==> config.mk <==
export PLATFORM = sky130hd
export DESIGN_NAME = mem_stage
export DESIGN_NICKNAME = d
export VERILOG_FILES = /design/src/rtl/mem_stage.sv
export SDC_FILE = /design/constraint.sdc
export NUM_CORES = 1
export LEC_CHECK = 0
export ABC_CLOCK_PERIOD_IN_PS = 7400
export CAP_MARGIN = 15
export CORE_MARGIN = 3
export CORE_UTILIZATION = 55
export CTS_BUF_LIST = sky130_fd_sc_hd__clkbuf_4 sky130_fd_sc_hd__clkbuf_8 sky130_fd_sc_hd__clkbuf_16
export CTS_CLUSTER_SIZE = 40
export DETAILED_ROUTE_END_ITERATION = 10
export DONT_BUFFER_PORTS = 1
export GPL_TIMING_DRIVEN = 0
export PLACE_DENSITY = 0.7
export SYNTH_ARGS = -nofsm -noshare
export SYNTH_HDL_FRONTEND = slang
export SYNTH_SLANG_ARGS = --single-unit
==> constraint.sdc <==
create_clock -name clk -period 7.4 [get_ports clk]
set_clock_uncertainty 0.2 [all_clocks]
set_input_delay 0.37 -clock clk [delete_from_list [all_inputs] [get_ports clk]]
set_output_delay 0.37 -clock clk [all_outputs]
set_load 0.005 [all_outputs]
==> src/rtl/mem_stage.sv <==
// Memory-access stage of the 16-bit pipelined core.
// Issues a one-cycle read/write request to data memory, waits for mem_done
// (bounded by MAX_WAIT cycles), stalls upstream while the access is
// outstanding, and owns the MEM/WB pipeline register.
//
// Ports:
//   clk, rst                 clock (rising edge), async active-high reset
//   in_*                     EX/MEM bundle (valid, read, write, addr, wdata, controls)
//   mem_addr/mem_wdata       latched request address/data, stable ISSUE..WAIT
//   mem_rd/mem_wr            one-cycle request pulses
//   mem_done/mem_rdata       memory completion and read data
//   stall                    hold EX/MEM and all earlier stages
//   wb_*                     MEM/WB register toward write-back
//   err                      sticky error (misaligned, read+write, timeout)
module mem_stage #(
    parameter int unsigned MAX_WAIT = 15,
    parameter int unsigned CNT_W    = 8
) (
    input  logic        clk,
    input  logic        rst,
    input  logic        in_valid,
    input  logic        in_mem_read,
    input  logic        in_mem_write,
    input  logic [15:0] in_addr,
    input  logic [15:0] in_wdata,
    input  logic        in_reg_write,
    input  logic [2:0]  in_write_reg,
    input  logic        in_MemtoReg,
    output logic [15:0] mem_addr,
    output logic [15:0] mem_wdata,
    output logic        mem_rd,
    output logic        mem_wr,
    input  logic        mem_done,
    input  logic [15:0] mem_rdata,
    output logic        stall,
    output logic        wb_valid,
    output logic [15:0] wb_alu_result,
    output logic [15:0] wb_read_data,
    output logic        wb_MemtoReg,
    output logic        wb_reg_write,
    output logic [2:0]  wb_write_reg,
    output logic        err
);

    typedef enum logic [1:0] {StIdle, StIssue, StWait} state_e;

    state_e           state_q, state_d;
    logic [CNT_W-1:0] cnt_q, cnt_d;
    logic             op_read_q, op_read_d;
    logic [15:0]      mem_addr_q, mem_addr_d;
    logic [15:0]      mem_wdata_q, mem_wdata_d;
    logic             mem_rd_q, mem_rd_d;
    logic             mem_wr_q, mem_wr_d;
    logic             wb_valid_q, wb_valid_d;
    logic [15:0]      wb_alu_result_q, wb_alu_result_d;
    logic [15:0]      wb_read_data_q, wb_read_data_d;
    logic             wb_memtoreg_q, wb_memtoreg_d;
    logic             wb_reg_write_q, wb_reg_write_d;
    logic [2:0]       wb_write_reg_q, wb_write_reg_d;
    logic             err_q, err_d;

    logic memop, bad, timeout;

    assign memop   = in_valid & (in_mem_read ^ in_mem_write);
    assign bad     = in_valid & ((in_mem_read & in_mem_write) |
                                 ((in_mem_read | in_mem_write) & in_addr[0]));
    assign timeout = (cnt_q == CNT_W'(MAX_WAIT - 1));

    // State register
    always_ff @(posedge clk or posedge rst) begin
        if (rst) begin
            state_q <= StIdle;
        end else begin
            state_q <= state_d;
        end
    end

    // Next-state logic
    always_comb begin
        state_d = state_q;
        unique case (state_q)
            StIdle:  if (memop && !bad) state_d = StIssue;
            StIssue: state_d = StWait;
            StWait:  if (mem_done || timeout) state_d = StIdle;
            default: state_d = StIdle;
        endcase
    end

    // Output logic: stall drops in the completing WAIT cycle so upstream
    // advances on the same edge the result is captured.
    always_comb begin
        stall = 1'b0;
        unique case (state_q)
            StIdle:  stall = memop & ~bad;
            StIssue: stall = 1'b1;
            StWait:  stall = ~mem_done;
            default: stall = 1'b0;
        endcase
    end

    // Datapath next-state: request latches, wait counter, MEM/WB register
    always_comb begin
        cnt_d           = cnt_q;
        op_read_d       = op_read_q;
        mem_addr_d      = mem_addr_q;
        mem_wdata_d     = mem_wdata_q;
        mem_rd_d        = 1'b0;
        mem_wr_d        = 1'b0;
        wb_valid_d      = wb_valid_q;
        wb_alu_result_d = wb_alu_result_q;
        wb_read_data_d  = wb_read_data_q;
        wb_memtoreg_d   = wb_memtoreg_q;
        wb_reg_write_d  = wb_reg_write_q;
        wb_write_reg_d  = wb_write_reg_q;
        err_d           = err_q;
        unique case (state_q)
            StIdle: begin
                if (bad) begin
                    // Squash: slot stays live but never writes the register file
                    err_d           = 1'b1;
                    wb_valid_d      = 1'b1;
                    wb_reg_write_d  = 1'b0;
                    wb_alu_result_d = in_addr;
                    wb_read_data_d  = 16'h0000;
                    wb_memtoreg_d   = in_MemtoReg;
                    wb_write_reg_d  = in_write_reg;
                end else if (memop) begin
                    mem_addr_d  = in_addr;
                    mem_wdata_d = in_wdata;
                    mem_rd_d    = in_mem_read;
                    mem_wr_d    = in_mem_write;
                    op_read_d   = in_mem_read;
                    wb_valid_d  = 1'b0;
                end else if (in_valid) begin
                    wb_valid_d      = 1'b1;
                    wb_alu_result_d = in_addr;
                    wb_read_data_d  = 16'h0000;
                    wb_memtoreg_d   = in_MemtoReg;
                    wb_reg_write_d  = in_reg_write;
                    wb_write_reg_d  = in_write_reg;
                end else begin
                    wb_valid_d = 1'b0;
                end
            end
            StIssue: begin
                cnt_d = '0;
            end
            StWait: begin
                if (mem_done) begin
                    // Upstream is held, so in_* still describe this access
                    wb_valid_d      = 1'b1;
                    wb_alu_result_d = in_addr;
                    wb_read_data_d  = op_read_q ? mem_rdata : 16'h0000;
                    wb_memtoreg_d   = in_MemtoReg;
                    wb_reg_write_d  = in_reg_write;
                    wb_write_reg_d  = in_write_reg;
                end else if (timeout) begin
                    err_d           = 1'b1;
                    wb_valid_d      = 1'b1;
                    wb_reg_write_d  = 1'b0;
                    wb_alu_result_d = in_addr;
                    wb_read_data_d  = 16'h0000;
                    wb_memtoreg_d   = in_MemtoReg;
                    wb_write_reg_d  = in_write_reg;
                end else if (cnt_q != '1) begin
                    cnt_d = cnt_q + CNT_W'(1);
                end
            end
            default: ;
        endcase
    end

    always_ff @(posedge clk or posedge rst) begin
        if (rst) begin
            cnt_q           <= '0;
            op_read_q       <= 1'b0;
            mem_addr_q      <= 16'h0000;
            mem_wdata_q     <= 16'h0000;
            mem_rd_q        <= 1'b0;
            mem_wr_q        <= 1'b0;
            wb_valid_q      <= 1'b0;
            wb_alu_result_q <= 16'h0000;
            wb_read_data_q  <= 16'h0000;
            wb_memtoreg_q   <= 1'b0;
            wb_reg_write_q  <= 1'b0;
            wb_write_reg_q  <= 3'd0;
            err_q           <= 1'b0;
        end else begin
            cnt_q           <= cnt_d;
            op_read_q       <= op_read_d;
            mem_addr_q      <= mem_addr_d;
            mem_wdata_q     <= mem_wdata_d;
            mem_rd_q        <= mem_rd_d;
            mem_wr_q        <= mem_wr_d;
            wb_valid_q      <= wb_valid_d;
            wb_alu_result_q <= wb_alu_result_d;
            wb_read_data_q  <= wb_read_data_d;
            wb_memtoreg_q   <= wb_memtoreg_d;
            wb_reg_write_q  <= wb_reg_write_d;
            wb_write_reg_q  <= wb_write_reg_d;
            err_q           <= err_d;
        end
    end

    assign mem_addr      = mem_addr_q;
    assign mem_wdata     = mem_wdata_q;
    assign mem_rd        = mem_rd_q;
    assign mem_wr        = mem_wr_q;
    assign wb_valid      = wb_valid_q;
    assign wb_alu_result = wb_alu_result_q;
    assign wb_read_data  = wb_read_data_q;
    assign wb_MemtoReg   = wb_memtoreg_q;
    assign wb_reg_write  = wb_reg_write_q;
    assign wb_write_reg  = wb_write_reg_q;
    assign err           = err_q;

endmodule

==> results.md, run 1 <==
Floorplanning:
- The initial core utilization is just under 60%.
- The number of cell rows is 28.
- The overall die width is 86.6 um.
- The overall die area is roughly 0.0075 mm^2.
- The count of pins on the block boundary is roughly 130.
- In this run the standard cell core region covers 0.00610 mm^2.
- The floorplan step set the die height to around 87 um.

STA:
- The worst hold slack is around 0.045 ns.
- The hold violation total from the final report is 0.
- The final-report max-slew violation count is 0.
- After layout, the minimum clock period comes to 2.44 ns.
- Summed over all failing endpoints, the final setup total negative slack is 0 ns.
- For the pin with the worst max-slew slack, the measured transition is 0.428 ns.
- Based on the critical path, the design can be clocked at up to 410 MHz.
- The setup violation total in the final timing report is 0.
- The relative max-transition margin is 71.5%.
- The post-route fraction of the period consumed by the critical path is 33.0%.
- Setup repair after global routing left no endpoint under its margin.

Flow run:
- The count of maximum capacitance violations is 0.

Logic synthesis:
- The synthesized area per cell is 14.3 um^2.
- The share of synthesized area in the top cell type comes to 58.9%.
- The yosys synthesis warning count is 0.
- The largest area contributor in the synthesized netlist is sky130_fd_sc_hd__dfrtp_1.
- The predominant post-synthesis flop cell is sky130_fd_sc_hd__dfrtp_1.
- Sorting the synthesized cells by how often they occur yields 84 x sky130_fd_sc_hd__dfrtp_1, 34 x sky130_fd_sc_hd__mux2_2, 19 x sky130_fd_sc_hd__mux2_4, 16 x sky130_fd_sc_hd__a22o_1, 10 x sky130_fd_sc_hd__nand2_1.
- In this run, distinct cell masters in the synthesized netlist total 39.
- Yosys attributes the largest share of cell area to sky130_fd_sc_hd__dfrtp_1 59%, sky130_fd_sc_hd__mux2_2 11%, sky130_fd_sc_hd__mux2_4 8.0%.
- After synthesis, flip-flops and latches occupy between 50% and 60% of the total area.
- The most frequent cell after synthesis is sky130_fd_sc_hd__dfrtp_1.
- In the synthesized netlist, the number of instances is 250.
- The total of flip-flops plus latches after synthesis is 84.
- Synthesis produced a netlist with a net count of 313.
- The mapped netlist covers 0.00357 mm^2.
- In this run, synthesis inferred 0 flip-flops with an integrated enable.
- The share of synthesized registers carrying an async set or reset is 100%.

Place:
- The total cell area at the placement stage is between 0.003 and 0.004 mm^2.
- Detailed placement finished with a half-perimeter wire length of 5.03 mm.
- In this run the tool buffered the top-level ports with 0 buffer cells.
- The instance count after placement with tap cells included is 326.
- The routability congestion estimate from global placement is 0.803.

Global route:
- Entering global routing, the biggest net connects 57 pins.
- The overall track demand over capacity in global routing is between 20% and 30%.
- Global routing finished with a remaining overflow of 0.
- The number of global-route vias before repair is 2,519.
- The number of antenna violations at the first check in global routing came to 0.
- The first global-routing pass estimated 12.7 mm of wire.

Final layout:
- The repair_antennas step left the layout with diodes totalling 0.
- The final layout contains 380 nets.
- The final non-filler cell total is 396.
- The fraction of layout instances using a drive strength above 1 is 28.0%.
- The multi-input combinational cells in the finished layout cover a total of roughly 0.0013 mm^2.
- The number of fill cells in the layout is 408.
- After routing the design area is approximately 0.0045 mm^2.
- Compared with the post-synthesis result, the final layout area differs by 25.0%.
- The sequential cell area is roughly 0.0021 mm^2.

Setup path:
- The register-to-register setup slack is 4.96 ns.
- The biggest fanout along the worst timing path is 10.
- Measured in cells, the most critical reg-to-reg path has a length of 8.
- Data on the critical path arrives at its endpoint at roughly 2.5 ns.
- STA puts the critical path data required time at 7.43 ns.
- The worst flop-to-flop path startpoint is cnt_q[0].
- The launching element of the worst setup path is cnt_q[0].
- The category of the worst setup path launch point is a flop.
- The end of the worst register-to-register path is wb_MemtoReg.
- Following the worst setup path forward leads to its endpoint at wb_MemtoReg.
- The category of the critical setup timing path is flop to flop.
- The endpoint class of the critical path is a flop.

Detailed routing:
- The via density per instance is 5.83.
- The DRC violations left is 0.
- The first-iteration detailed-routing DRC count is 49.
- The count of nets left with antenna violations once routing finished came out at 0.
- For this block, the routed nets add up to 7.85 mm of wire.
- For this run, the detailed router's first-pass iteration total came to 4.
- For this block, the via count after detailed routing is 2,310.
- After detailed routing, the average wire length per cell comes to 19.8 um.

Min path:
- The min-delay analysis places its worst path in the category input pin to flop.
- The cell count of the worst hold path is 2.

Clocking:
- TritonCTS built the clock tree.
- The root cell of the clock tree is sky130_fd_sc_hd__clkbuf_8.
- The insertion delay of the later-clocked pin in the worst-skew pair is 0.34 ns.
- The clock passes through at most 2 buffers.
- The H-tree was split into 3 levels.
- The number of clock sinks seen by CTS is 84.
- In this run, CTS created clock tree buffers numbering 9.
- The clock edge transition at the registers on the reported setup and hold paths is roughly 0.08 ns.

Power and ir drop:
- In this run the static leakage power is 2.02 nW.
- Overall power consumption after layout is estimated at 0.00134 W.
- The highest ir drop seen on vdd is 0.177 mV.
- The power per standard cell area is 300 mW/mm^2.

Run status:
- The flow ran to the end, and the final reports show no timing, DRC or antenna violations.
-- critical path, cell delays in order (launching register included) --
cell and delay (ns):
sky130_fd_sc_hd__dfrtp_1 0.45, sky130_fd_sc_hd__inv_1 0.08, sky130_fd_sc_hd__ha_1 0.15, sky130_fd_sc_hd__and4b_4 0.29, sky130_fd_sc_hd__a21oi_4 0.07, sky130_fd_sc_hd__buf_6 0.15
sky130_fd_sc_hd__a311oi_2 0.37, sky130_fd_sc_hd__buf_6 0.24, sky130_fd_sc_hd__mux2_4 0.32
-- layout make-up --
cell class / instances / area share [%]
flip-flops and latches: 84 / 47.1
multi-input cells: 143 / 30.2
repair buffers: 56 / 13.0
clock buffers: 11 / 3.25
well taps: 75 / 2.10
plain buffers: 15 / 2.02
clock inverters: 4 / 1.65
inverters: 8 / 0.729
-- what timing repair did --
item                                    4_1_cts  5_1_grt
endpoints found under the setup margin        0        0
endpoints found under the hold margin        99        0
buffers inserted                              0        0
resized for setup                             0        0
hold buffers                                 55        0
-- layout by cell type (no fill, tap or decap), types with 2 or more instances in the layout --
cell / netlist / final
sky130_fd_sc_hd__dfrtp_1: 84 / 84
sky130_fd_sc_hd__dlygate4sd3_1: 0 / 55
sky130_fd_sc_hd__mux2_2: 34 / 34
sky130_fd_sc_hd__mux2_4: 19 / 19
sky130_fd_sc_hd__a22o_1: 16 / 16
sky130_fd_sc_hd__nand2_1: 10 / 10
sky130_fd_sc_hd__clkbuf_8: 0 / 10
sky130_fd_sc_hd__buf_2: 9 / 9
sky130_fd_sc_hd__inv_1: 8 / 7
sky130_fd_sc_hd__a31oi_1: 6 / 6
sky130_fd_sc_hd__nand2b_1: 5 / 5
sky130_fd_sc_hd__nor2_1: 4 / 4
sky130_fd_sc_hd__a21oi_1: 4 / 4
sky130_fd_sc_hd__ha_1: 4 / 4
sky130_fd_sc_hd__buf_6: 3 / 3
sky130_fd_sc_hd__and4_1: 3 / 3
sky130_fd_sc_hd__and2_1: 3 / 3
sky130_fd_sc_hd__nand4_1: 3 / 3
sky130_fd_sc_hd__mux2i_1: 3 / 3
sky130_fd_sc_hd__a311o_1: 3 / 3
sky130_fd_sc_hd__nor2b_1: 2 / 2
sky130_fd_sc_hd__or3b_1: 2 / 2
sky130_fd_sc_hd__clkbuf_1: 2 / 2
sky130_fd_sc_hd__a311oi_1: 2 / 2
sky130_fd_sc_hd__nand3_1: 2 / 2
sky130_fd_sc_hd__a31o_2: 2 / 2
sky130_fd_sc_hd__a21o_1: 2 / 2
sky130_fd_sc_hd__nor3_1: 2 / 2
sky130_fd_sc_hd__bufinv_16: 0 / 2
-- stage by stage --
stage / worst slack (ns) / utilization, %
2_1_floorplan: 4.66 / -
3_3_place_gp: 3.87 / 60.1
3_5_place_dp: 4.98 / 60.6
4_1_cts: 4.97 / 73.2
5_1_grt: 4.86 / 73.2
6_report: 4.96 / 73.2
-- worst min path at each step --
stage / startpoint / to
2_1_floorplan: err / err
3_3_place_gp: op_read_q / op_read_q
3_5_place_dp: rst / mem_wdata[11]
4_1_cts: in_valid / wb_valid
5_1_grt: in_reg_write / wb_reg_write
6_report: in_reg_write / wb_reg_write
-- cells by family (layout without fill, tap and decap cells) --
group	count (synthesis)	count (layout)	synth area share, %
multiplexers	56	56	19.6
AO/OA/AOI/OAI	44	44	10.2
adder cells (fa/ha/maj)	4	4	1.40
flip-flops	84	84	58.9
AND/OR/NAND/NOR	39	39	6.55
buffers and inverters	23	94	3.36
-- power by group --
group	internal [W]	switching, W	leakage (nW)
Combinational	0.000170	0.000115	0.868
Clock	0.000201	0.000155	0.113
Sequential	0.000582	0.000115	1.04
-- layer usage --
metal / track usage, % / routed length [um] / vias up
li1: - / - / 1049
met1: 27.4 / 3180 / 1137
met2: 35.5 / 3760 / 113
met3: 7.98 / 791 / 11
met4: 8.22 / 117 / 0
met5: 0 / 0 / -
Note: power is estimated with default switching activity, not from simulation.
==> run 2, diff against run 1 <==
--- a/config.mk
+++ b/config.mk
@@ -5,7 +5,7 @@
 export SDC_FILE = /design/constraint.sdc
 export NUM_CORES = 1
 export LEC_CHECK = 0
-export ABC_CLOCK_PERIOD_IN_PS = 7400
+export ABC_CLOCK_PERIOD_IN_PS = 2500
 export CAP_MARGIN = 15
 export CORE_MARGIN = 3
 export CORE_UTILIZATION = 55
==> constraint.sdc (replaced) <==
create_clock -name clk -period 2.5 [get_ports clk]
set_clock_uncertainty 0.2 [all_clocks]
set_input_delay 0.125 -clock clk [delete_from_list [all_inputs] [get_ports clk]]
set_output_delay 0.125 -clock clk [all_outputs]
set_load 0.005 [all_outputs]
==> results.md, run 2 (synthesized netlist as in run 1, its figures left out) <==
Final layout:
- The top cell types in the final layout, fill and taps aside, are 84 x sky130_fd_sc_hd__dfrtp_1, 58 x sky130_fd_sc_hd__dlygate4sd3_1, 34 x sky130_fd_sc_hd__mux2_2.
- Relative to the synthesized area, the layout overhead comes to 26.3%.
- The count of cells in the finished layout, fillers not included, comes to around 400.
- In the final layout, the share of cells above drive strength 1 is 28.1%.
- The final layout contains roughly 380 nets.
- The number of fill cells in the layout is 404.
- The most common cell after layout, fill and taps aside is sky130_fd_sc_hd__dfrtp_1.
- The utilization after layout is 73.9%.
- The total inserted antenna cells is 0.

STA:
- The minimum period implied by the final worst setup slack is 2.39 ns.
- The setup violation total in the final timing report is 0.
- The hold violation total from the final report is 0.
- The post-route fraction of the period consumed by the critical path is 95.7%.
- Setup repair after global routing left no endpoint under its margin.
- The transition at the pin with the smallest max-transition slack is 0.437 ns.
- Measured against its own limit, the worst slew margin works out to 70.8%.
- Across all hold checks on the routed design, the worst slack comes to 0.0365 ns.
- The maximum clock frequency is 418 MHz.
- The final worst-path setup slack is 0.108 ns.
- The final-report max-slew violation count was 0.

Detailed routing:
- The number of routed nets with antenna violations is 0.
- The first-iteration detailed-routing DRC count is 45.
- The final route contains 2,302 vias.
- The number of iterations in the first detailed-routing pass is 4.
- In the final routed layout, each cell accounts on average for between 15 and 20 um.
- The DRC violations left is 0.
- The total wire length after detailed routing is 7.92 mm.
- In the routed layout, each cell is associated on average with a via count of 5.77.

Power and ir drop:
- Across the VDD grid, the largest voltage drop is 0.523 mV.
- The total power is roughly 0.0040 W.
- The power per standard cell area is 881 mW/mm^2.
- The standby leakage power is 2.03 nW.

Setup path:
- STA classifies the critical path endpoint as a flop.
- The worst setup path is of the flop to flop kind.
- The launching element of the worst setup path is cnt_q[0].
- For the worst setup path, the data arrival time is between 2 and 2.5 ns.
- The required time of the critical path is roughly 2.5 ns.
- The category of the worst setup path launch point is a flop.
- The worst flop-to-flop path startpoint is cnt_q[0].
- The biggest fanout along the worst timing path is 10.

Place:
- The setup slack at placement is 0.0821 ns.
- The instance count after placement with tap cells included is 326.
- The number of buffers added on ports is 0.
- The estimated wirelength of the detail-placed design is 5.03 mm.
- The congestion estimate from routability-driven global placement came to about 0.8.

Flow run:
- The tool flagged a number of max-cap violations equal to 0.

Clocking:
- CTS built an H-tree with a depth of 3.
- Clock tree synthesis found a total of between 80 and 90 sinks.
- Clock tree synthesis inserted a total of 9 buffers.
- The clock edge transition at the registers on the reported setup and hold paths is roughly 0.08 ns.
- TritonCTS built the clock tree.
- The root cell of the clock tree is sky130_fd_sc_hd__clkbuf_8.
- Buffers added to address setup during post-CTS repair amount to 0.
- The worst-case clock buffer depth is 2.
- The insertion delay of the later-clocked pin in the worst-skew pair is 0.34 ns.

Global route:
- The leftover overflow at the end of global routing is 0.
- The number of global-route vias before repair is 2,529.
- The first global-routing pass estimated about 13 mm of wire.
- The maximum number of pins on one net before global-route repair is 57.
- The overall track demand over capacity in global routing is 22.2%.
- The number of antenna violations at the first check in global routing was 0.

Floorplanning:
- In this run the horizontal extent of the chip is 86.6 um.
- The overall die area is between 0.007 and 0.008 mm^2.
- For this design the top-level I/O count stands at 133.
- The initial utilization of the core area, before any placement, comes to 58.6%.
- The vertical die dimension is 86.6 um.
- In this run the core area contains 28 standard-cell rows.
- The area of the placeable core is 0.00610 mm^2.

Run status:
- The flow ran to the end, and the final reports show no timing, DRC or antenna violations.

Min path:
- The min-delay analysis places its worst path in the category input pin to async pin.
-- run 2: routing by layer --
layer	vias up	GRT usage [%]	part of all wire, %
met5	-	0	0
met4	0	8.22	1.5
met3	11	7.70	9.3
met2	101	35.8	49
met1	1140	27.7	40
li1	1050	-	-
-- run 2: area by class of cell --
type                    instances  area (um^2)  area share (%)
well taps                      75         93.8            2.08
repair buffers                 59          608            13.5
clock inverters                 4         73.8            1.64
plain buffers                  15         90.1            2.00
multi-input cells             143         1360            30.2
clock buffers                  11          145            3.22
inverters                       8         32.5           0.722
flip-flops and latches         84         2100            46.6
-- run 2: final timing paths --
check	slack, ns	endpoint	cells past startpoint
worst max-delay path	0.11	wb_MemtoReg	8
min in group clk	0.04	wb_valid	3
worst min register to register	0.30	err	1
max in group asynchronous	1.47	wb_read_data[4]	3
worst min-delay path	0.04	mem_wdata[7]	2
worst max register to register	0.11	wb_MemtoReg	8
-- run 2: worst max-delay path: stages (launching register included) --
cell	delay, ns
sky130_fd_sc_hd__dfrtp_1	0.45
sky130_fd_sc_hd__inv_1	0.08
sky130_fd_sc_hd__ha_1	0.15
sky130_fd_sc_hd__and4b_4	0.29
sky130_fd_sc_hd__a21oi_4	0.07
sky130_fd_sc_hd__buf_6	0.15
sky130_fd_sc_hd__a311oi_4	0.33
sky130_fd_sc_hd__buf_6	0.23
sky130_fd_sc_hd__mux2_4	0.32
-- run 2: metrics by stage --
step	area (um^2)	setup TNS, ns
floorplan	3570	0
global placement	3660	-65.53
detailed placement	3690	0
CTS	4490	0
global route	4510	0
finish	4510	0
-- run 2: power by group --
group	internal [W]	switching (W)
Sequential	0.00172	0.000338
Combinational	0.000510	0.000343
Clock	0.000596	0.000460
-- run 2: timing repair --
action / in CTS / in global routing
hold endpoints to repair: 159 / 0
resized for setup: 0 / 2
hold buffers: 58 / 0
endpoints found under the setup margin: 0 / 19
